[config.mk]
export PLATFORM = sky130hd
export DESIGN_NAME = fetch_redirect
export DESIGN_NICKNAME = d
export VERILOG_FILES = /design/src/rtl/fetch_redirect.sv
export SDC_FILE = /design/constraint.sdc
export NUM_CORES = 1
export LEC_CHECK = 0
export ABC_AREA = 1
export CAP_MARGIN = 20
export CORE_UTILIZATION = 47
export CTS_BUF_LIST = sky130_fd_sc_hd__clkbuf_8 sky130_fd_sc_hd__clkbuf_16
export CTS_CLUSTER_DIAMETER = 200
export CTS_CLUSTER_SIZE = 30
export DETAILED_ROUTE_END_ITERATION = 8
export PLACE_DENSITY_LB_ADDON = 0.08
export SLEW_MARGIN = 25
export SYNTH_ARGS = -nofsm -noshare
export SYNTH_HDL_FRONTEND = slang
export SYNTH_SLANG_ARGS = --single-unit
[constraint.sdc]
create_clock -name Clk -period 2.8 [get_ports Clk]
set_clock_uncertainty 0.2 [all_clocks]
set_input_delay 0.84 -clock Clk [delete_from_list [all_inputs] [get_ports Clk]]
set_output_delay 0.84 -clock Clk [all_outputs]
set_load 0.01 [all_outputs]
[src/rtl/fetch_redirect.sv]
// Fetch-stage PC register with taken-branch redirect and a timed pipeline flush.
// A taken branch from the resolve stage reloads the PC with the word-aligned target.
// Flush is then held for FLUSH_CYCLES cycles so that the wrong-path instructions
// already in IF/ID and ID/EX are squashed. While the flush is in progress,
// further PCSrc pulses come from wrong-path instructions and are ignored.
module fetch_redirect #(
    parameter logic [31:0] RESET_PC     = 32'h0000_0000,
    parameter int unsigned FLUSH_CYCLES = 2
) (
    input  logic        Clk,
    input  logic        Rst,
    input  logic        PCSrc,
    input  logic [31:0] BranchTarget,
    input  logic        Stall,
    output logic [31:0] PC,
    output logic [31:0] PCPlus4,
    output logic        Flush,
    output logic        Redirecting,
    output logic        Misalign,
    output logic [15:0] TakenCount
);

    typedef enum logic [0:0] {StRun, StFlush} state_e;

    // Extra cycles spent in StFlush after the redirect cycle itself.
    localparam logic [2:0] FlushLoad  = 3'(FLUSH_CYCLES - 1);
    localparam bit         MultiCycle = (FLUSH_CYCLES > 1);

    state_e      state_q, state_d;
    logic [2:0]  flush_cnt_q, flush_cnt_d;
    logic [31:0] pc_q, pc_d;
    logic        misalign_q, misalign_d;
    logic [15:0] taken_cnt_q, taken_cnt_d;
    logic [31:0] pc_plus4;
    logic        accept;

    // Redirect acceptance: only the RUN state trusts PCSrc.
    always_comb begin
        accept   = (state_q == StRun) && PCSrc;
        pc_plus4 = pc_q + 32'd4;
    end

    // State register and flush down-counter.
    always_ff @(posedge Clk or negedge Rst) begin
        if (!Rst) begin
            state_q     <= StRun;
            flush_cnt_q <= 3'd0;
        end else begin
            state_q     <= state_d;
            flush_cnt_q <= flush_cnt_d;
        end
    end

    // Next-state logic: the counter runs regardless of Stall.
    always_comb begin
        state_d     = state_q;
        flush_cnt_d = flush_cnt_q;
        unique case (state_q)
            StRun: begin
                if (accept && MultiCycle) begin
                    state_d     = StFlush;
                    flush_cnt_d = FlushLoad;
                end
            end
            StFlush: begin
                flush_cnt_d = flush_cnt_q - 3'd1;
                // The <= comparison keeps a corrupted zero count from trapping the FSM.
                if (flush_cnt_q <= 3'd1) begin
                    state_d     = StRun;
                    flush_cnt_d = 3'd0;
                end
            end
            default: begin
                state_d     = StRun;
                flush_cnt_d = 3'd0;
            end
        endcase
    end

    // FSM outputs: Flush covers the redirect cycle plus every StFlush cycle.
    always_comb begin
        Flush       = accept || (state_q == StFlush);
        Redirecting = (state_q == StFlush);
    end

    // Datapath register: PC, sticky misalign flag, and the redirect counter.
    always_ff @(posedge Clk or negedge Rst) begin
        if (!Rst) begin
            pc_q        <= RESET_PC;
            misalign_q  <= 1'b0;
            taken_cnt_q <= 16'd0;
        end else begin
            pc_q        <= pc_d;
            misalign_q  <= misalign_d;
            taken_cnt_q <= taken_cnt_d;
        end
    end

    // Datapath next-state logic: a redirect wins over Stall.
    always_comb begin
        if (accept) begin
            pc_d = {BranchTarget[31:2], 2'b00};
        end else if (Stall) begin
            pc_d = pc_q;
        end else begin
            pc_d = pc_plus4;
        end

        misalign_d = misalign_q || (accept && (BranchTarget[1:0] != 2'b00));

        taken_cnt_d = taken_cnt_q;
        if (accept && (taken_cnt_q != 16'hFFFF)) begin
            taken_cnt_d = taken_cnt_q + 16'd1;
        end
    end

    // Output drive from the datapath registers.
    always_comb begin
        PC         = pc_q;
        PCPlus4    = pc_plus4;
        Misalign   = misalign_q;
        TakenCount = taken_cnt_q;
    end

endmodule
# Word-level counts from Yosys, hierarchy flattened
# Index checks and enable logic that the tools add are counted.
dict set report totals {
  ff_bits 53
  output_inout_bits 83
}
dict set report op_classes {
  n_addsub 3
  order_cmp 1
  eq_ne 3
  muxes 8
  bitwise 1
  n_reduce_logical 6
}
# cell n
set ops {}
lappend ops {{$mux 32} 2}
lappend ops {{$add 32x3->32 const B} 1}
lappend ops {{$add 16x1->16 const B} 1}
lappend ops {{$ne 16x16->1 const B} 1}
lappend ops {{$mux 3} 2}
lappend ops {{$pmux 3 s2} 1}
lappend ops {{$le 3x1->1 const B} 1}
lappend ops {{$logic_and 1x1->1} 3}
lappend ops {{$sub 3x1->3 const B} 1}
lappend ops {{$logic_or 1x1->1} 2}
lappend ops {{$mux 1} 2}
lappend ops {{$ne 2x1->1 const B} 1}
lappend ops {{$ne 2x2->1 const B} 1}
lappend ops {{$pmux 1 s2} 1}
lappend ops {{$reduce_bool 2->1} 1}
lappend ops {{$not 1->1} 1}

# Depth between registers and ports, before layout
dict set report depth {
  ltp_word 4
  mapped_depth 11
  depth_no_buf 10
}

# Worst setup path before layout
# Ideal clock, no wire load.
dict set report synth_timing {
  path_kind {reg-to-output}
  from {register pc_q[2] (netlist: PC[2])}
  to {output PCPlus4[26]}
  arrival_time_ns 1.446
  required_time_ns 1.760
  path_slack_ns 0.314
  stages_incl_launch_ff 8
  path_cell_list {dfrtp_1 ha_1 nand2_1 nor2_2 nand2_4 nor2_4 nand3_1 and2_1}
}
dict set report synth_via {
  elab_chain_cells 1
}
# element line_no
set synth_lines {}
lappend synth_lines {{from (decl)} 31} ;# logic [31:0] pc_q, pc_d;
lappend synth_lines {{from (signal assigned)} 93} ;# pc_q <= pc_d;
lappend synth_lines {{$add 32x3->32} 40} ;# pc_plus4 = pc_q + 32'd4;
lappend synth_lines {{to (decl)} 16} ;# output logic [31:0] PCPlus4,
# No other way between the ends.

# Worst setup path in the final report
dict set report layout_timing {
  from {register pc_q[2] (netlist: PC[2])}
  to {output PCPlus4[14]}
}
# Same word-level chain as after synthesis.

==> flow_summary.toml <==
[cells_and_area]
layout_common_cells = "191 x nand2_1, 84 x clkdlybuf4s50_1, 70 x inv_1, 53 x buf_4, 51 x dfrtp_1"
multi_input_area_um2 = 2115
final_common_cell = "nand2_1"
register_area_um2 = 1276
area_growth_pct = 55.73
layout.cells.non_filler = 798
drive_gt1_share_pct = 24.32
num_antenna_cells = 0
layout.nets = 738
fill_cells = 573
post-route-cell-area_um2 = 5542
fin_util_pct = 76.00

[power]
pwr-share-comb_pct = 62.7
p_per_area_nw_per_um2 = 897.5
swShare_pct = 43.53
pwr-share-clk_pct = 10.9
vdd_ir_drop_max_uv = 726.4
p_switching_mw = 2.165
p_seq_share_pct = 26.4
p_leak_nw = 2.682
intPower_mw = 2.809

[clock_network]
cts-root-buf = "clkbuf_8"
clock_latency_ns = 0.32
holdBufCountCts = 0
clock_path_buffers = 2
cts_tree = "done"
htreeDepth = 2
clkSinkCount = 51
clk_pin_slew_ns = 0.11
cts_buffers = 5

[routing]
vias_per_cell = 5.010
drtPass1Iterations = 5
wl_per_cell_um = 14.32
drt_iter0_drc = 280
route.detailed.drc = 0
via_count = 3998
drt-total-wl_um = 11430
ant_nets = 0

[logic_synthesis]
ys_seq_area_share_pct = 35.86
synth_area_per_cell_um2 = 6.883
synth_edf_count = 0
ys_ff_latch = 51
syn_inst = 517
synth.area.top_cells = "dfrtp_1 36%, nand2_1 22%, inv_1 7.3%"
yosysWarnings = 0
async_flop_share_pct = 100.0
synth_area_um2 = 3558
synth_top_area_cell = "dfrtp_1"
synth_top_cell_area_share_pct = 35.86
synth_flop_cell = "dfrtp_1"
synthDistinctLibCells = 34

[sta]
timing.fmax_mhz = 344.7
finalMaxSlewViolations = 0
slew_headroom_pct = 63.95
setup_viol = 16
fin_crit_sh_pct = 103.6
layout_min_cycle_time_ns = 2.901
tightest_slew_ns = 0.5407
hold_viol_final = 0
timing.hold.ws_ns = 0.2900
fin_ws_ns = -0.1011
rsz0062_at_grt = "true"

[floorplanning]
pin_count = 119
die_x_um = 89.01
die_h_um = 89.01
start_util_pct = 48.80
core_region_area_um2 = 7292
die_area_um2 = 7923
rows = 31

[critical_path]
cp.arrival_ns = 1.86
crit_path_end_kind = "output port"
slowest_stage = "dfrtp_1"
path_cells = "ha_2 -> nand2_2 -> nor2_4 -> nand2_4 -> buf_6 -> nor2_4 -> buf_6 -> xor2_2 -> buf_2"
critical_path_class = "register to output port"
max_stage_delay_ns = 0.39
path_max_fanout = 3
cp-start-kind = "register"
critPathRequiredTime_ns = 1.76

[run_status]
outcome = "finished, violations left"
violations = "negative setup slack"

[place]
dpl_cell_area_um2 = 5054
gp_congestion = 0.8597
place_hpwl_um = 7895
placedCellCount = 758
io_buffers = 114

[grt]
overflow = 0
grt_usage_pct = 29.33
grt_pass1_vias = 3760
grt_max_degree = 31
antenna_found_initial = 0
grt_pass1_wl_um = 17750

[job]
drv_cap = 0

[min_path]
hp-class = "input port to asynchronous set/reset pin"
sequential cells by signal (all words and copies together) (netlist names):
| signal | flops |
|---|---|
| PC | 30 |
| TakenCount | 16 |
| flush_cnt_q | 3 |
| Misalign | 1 |
| Redirecting | 1 |
cells by family (layout without fill, tap and decap cells):
logic type               after synthesis  count (layout)  share of synthesized area [%]
flip-flops                            51              51                          35.86
AO/OA/AOI/OAI                         44              44                          7.665
adder cells (fa/ha/maj)                4               4                          1.407
XOR/XNOR                              28              28                          8.157
AND/OR/NAND/NOR                      304             304                          36.71
other                                  1               4                         0.1054
buffers and inverters                 85             264                          10.09
cell usage after synthesis, types with 2 or more instances:
| master | n |
|---|---|
| o211ai_1 | 3 |
| nand2_2 | 3 |
| nor2_2 | 5 |
| buf_6 | 2 |
| xnor2_1 | 10 |
| nand2_1 | 207 |
| nand3_1 | 25 |
| buf_4 | 4 |
| and2_1 | 2 |
| dfrtp_1 | 51 |
| a21oi_1 | 2 |
| nand3_2 | 3 |
| xor2_2 | 6 |
| nand2_4 | 3 |
| inv_1 | 69 |
| nor2_1 | 44 |
| buf_2 | 6 |
| xor2_1 | 12 |
| a22o_1 | 7 |
| inv_2 | 2 |
| nor2_4 | 7 |
| ha_1 | 4 |
| o21ai_0 | 23 |
| o21bai_1 | 2 |
| o22ai_1 | 5 |
| nand4_1 | 2 |
cell type report:
cell class / count / share of cell area, %
flip-flops and latches: 51 / 23.03
inverters: 72 / 4.967
clock inverters: 3 / 0.7677
well taps: 99 / 2.235
multi-input cells: 384 / 38.16
repair buffers: 184 / 29.60
clock buffers: 5 / 1.242
layer usage:
metal / GRT usage [%] / wire, um / vias to the layer above
met5: 0 / 0 / -
met4: 7.792 / 203 / 0
met3: 6.371 / 928 / 22
met2: 49.02 / 5414 / 171
met1: 38.71 / 4880 / 1874
li1: - / - / 1931
what timing repair did:
item                                    CTS  global route
pin swaps                                21            26
gates resized for setup                 126            44
endpoints found under the setup margin   29            27
hold endpoints to repair                  0             0
gates cloned                              0             0
setup buffers                            27             9
path summary, 6_finish.rpt:
kind                       startpoint     endpoint  slack, ns  cells past startpoint
max in group asynchronous         Rst       PC[26]       1.54                      2
min in group Clk             Misalign     Misalign       0.30                      1
max reg2reg                     PC[2]       PC[14]       0.84                     12
max                             PC[2]  PCPlus4[14]      -0.10                      9
min reg2reg                  Misalign     Misalign       0.30                      1
min                               Rst        PC[5]       0.29                      1
power groups by stage:
stage / Sequential, mW / Combinational (mW) / Clock, mW
4_1_cts: 1.30 / 2.95 / 0.544
3_3_place_gp: 1.31 / 2.80 / 0
3_5_place_dp: 1.32 / 2.84 / 0
2_1_floorplan: 1.46 / 1.12 / 0
5_1_grt: 1.35 / 3.39 / 0.578
6_report: 1.31 / 3.12 / 0.543
critical path: cells and delay by family (launching register included):
kind	cells	cell delay, ns
flip-flops	1	0.39
AND/OR/NAND/NOR	4	0.39
adder cells (fa/ha/maj)	1	0.20
XOR/XNOR	1	0.15
buffers and inverters	3	0.40
per-stage QoR:
stage / total power, mW / worst slack (ns) / setup TNS, ns
finish: 4.973 / -0.1011 / -0.7621
CTS: 4.790 / -0.1542 / -0.8174
global route: 5.317 / -0.1792 / -2.291
floorplan: 2.580 / 0.3135 / 0
detailed placement: 4.162 / -0.2587 / -0.4620
global placement: 4.102 / -0.2581 / -0.3145
(Power assumes the default switching activity.)
==> patch: new RTL, same settings <==
Add an input register stage for `BranchTarget`; this delays it by one clock. The other inputs are not delayed to match.
--- a/src/rtl/fetch_redirect.sv
+++ b/src/rtl/fetch_redirect.sv
@@ -27,2 +27,8 @@
     localparam bit         MultiCycle = (FLUSH_CYCLES > 1);
+
+    logic [31:0] BranchTarget_q;
+
+    always_ff @(posedge Clk) begin
+        BranchTarget_q <= BranchTarget;
+    end
 
@@ -101,3 +107,3 @@
         if (accept) begin
-            pc_d = {BranchTarget[31:2], 2'b00};
+            pc_d = {BranchTarget_q[31:2], 2'b00};
         end else if (Stall) begin
@@ -108,3 +114,3 @@
 
-        misalign_d = misalign_q || (accept && (BranchTarget[1:0] != 2'b00));
+        misalign_d = misalign_q || (accept && (BranchTarget_q[1:0] != 2'b00));
 
Function: changed (Yosys sat finds a counterexample within 4 cycles, from zero or initial values and one cycle with Rst low).
==> patch against the unedited design <==
  * The flow still finishes with violations (setup timing)
  * Cell area is 18% higher
  * Largest cell class unchanged
  * First-iteration DRC count is 25% lower
  * Area after synthesis is 19% higher
  * Sequential power is 37% higher
  * Worst setup slack worse by 110 ps
  * Sequential cell count is 32 higher
  * Global-route usage is 1.8 points lower
  * Total power is 23% higher
  * Count of clock-buffer cells in the layout is 4 higher
  * Critical path type unchanged
  * Wire length is 16% higher
==> patch: results (changes against the unedited design) <==
Detailed routing
  • Top Metal Used: met4
  • Drt total wl: 13,300 um (+16%)
  • WL/cell: 14.9 um (+3.8%)
  • Wl on met1: 5530 um (+13%)
  • Iter 0 DRT Violations: 211 (-25%)
  • Routed vias/inst: 5.06 (+1.1%)
  • WL met3: 921 um (-0.75%)
  • Met2 WL: 6560 um (+21%)

Synthesis
  • Post-synthesis adder-cell area fraction: 1.19% (-0.22 points)
  • FFs w/ async S/R, synth: 61.4% (-39 points)
  • Syn avg cell area: 7.28 um^2 (+5.8%)
  • Netlist cell types: 38 (+12%)
  • Compound-Gate Fraction of Synth Area: 5.84% (-1.8 points)
  • Part of the Yosys area used for sequential elements: 45.4% (+9.5 points)
  • Most frequent cells after synthesis: nand2_1 (227), inv_1 (72), dfrtp_1 (51)
  • Area contributors post-synth: dfrtp_1 (30%), nand2_1 (20%), dfxtp_1 (15%), inv_1 (6.4%), nor2_1 (4.0%)

Clocking
  • Root Buffer: clkbuf_8
  • Reg clk slew, reported paths: 90 ps (-20 ps)
  • Htree depth: 3 (+1)
  • CTS Buf Count: 9 (+4)

Setup path
  • RR Startpoint: TakenCount[0]
  • WP data arrival: 1970 ps (+110 ps)
  • Top delay family on crit path: simple AND/OR/NAND/NOR gates
  • Last element of the critical path: PCPlus4[21]
  • RR Endpoint: TakenCount[15]
  • FF-to-FF setup slack: 680 ps (-160 ps)
  • Reg2reg path depth: 8 (-4)

Placed design
  • Final HPWL DP: 8330 um (+5.5%)
  • Dpl ws: -263 ps (-4.24 ps)
  • DP Area: 5720 um^2 (+13%)
  • GPL Wtd Cong: 0.916 (+6.6%)

Outcome
  • Status: finished, violations left
  • Failing checks: setup timing

Pwr
  • Leakage: 0.00319 uW (+19%)
  • Sw Ratio: 39.7% (-3.8 points)
  • Reg power frac: 29.3% (+2.9 points)
  • Design Power: 6100 uW (+23%)
  • Clk pwr share: 17.3% (+6.4 points)
  • VDD IR-drop max: 0.744 mV (+2.4%)

Finish
  • Fillers: 586 (+2.3%)
  • Max reg flops: 32 (+6.7%)
  • NumNets Final: 821 (+11%)

Global route
  • Global-route wire length before repair: 20,700 um (+17%)
  • Met1 Usage GRT: 36.3% (-2.4 points)
  • Met3 usage: 5.56% (-0.81 points)
  • Met2 usage: 44.5% (-4.5 points)
  • GRT Total Usage: 27.6% (-1.8 points)
  • Vias in the first global route: 4,426 (+18%)

Min path
  • Worst Hold Class: reg -> reg

Timing
  • Final worst slack: -207 ps (-106 ps)
  • Final setup vio count: 20 (+4)
## patch: cell count changes after synthesis, moves of 8 or more
cell / change
o21ai_0: +8
nand3_1: +8
nand2_1: +20
dfxtp_1: +32
## patch: how the worst min path moves through the flow
stage | cells past startpoint | startpoint | endpoint | slack, ps
after global routing | 2 | BranchTarget_q[2] | PC[2] | 280
after global placement | 2 | BranchTarget_q[2] | PC[2] | 220
after floorplan | 2 | BranchTarget_q[2] | PC[2] | 210
after detailed placement | 2 | BranchTarget_q[2] | PC[2] | 220
final | 2 | BranchTarget_q[2] | PC[2] | 230
after CTS | 2 | BranchTarget_q[2] | PC[2] | 230
## patch: area by class of cell
class	instances	area [um^2]	area share, %
clock buffers	9	124	1.89
clock inverters	7	116	1.78
inverters	76	288	4.40
multi-input cells	411	2200	33.6
flip-flops and latches	83	1920	29.3
well taps	108	135	2.07
repair buffers	200	1770	27.0
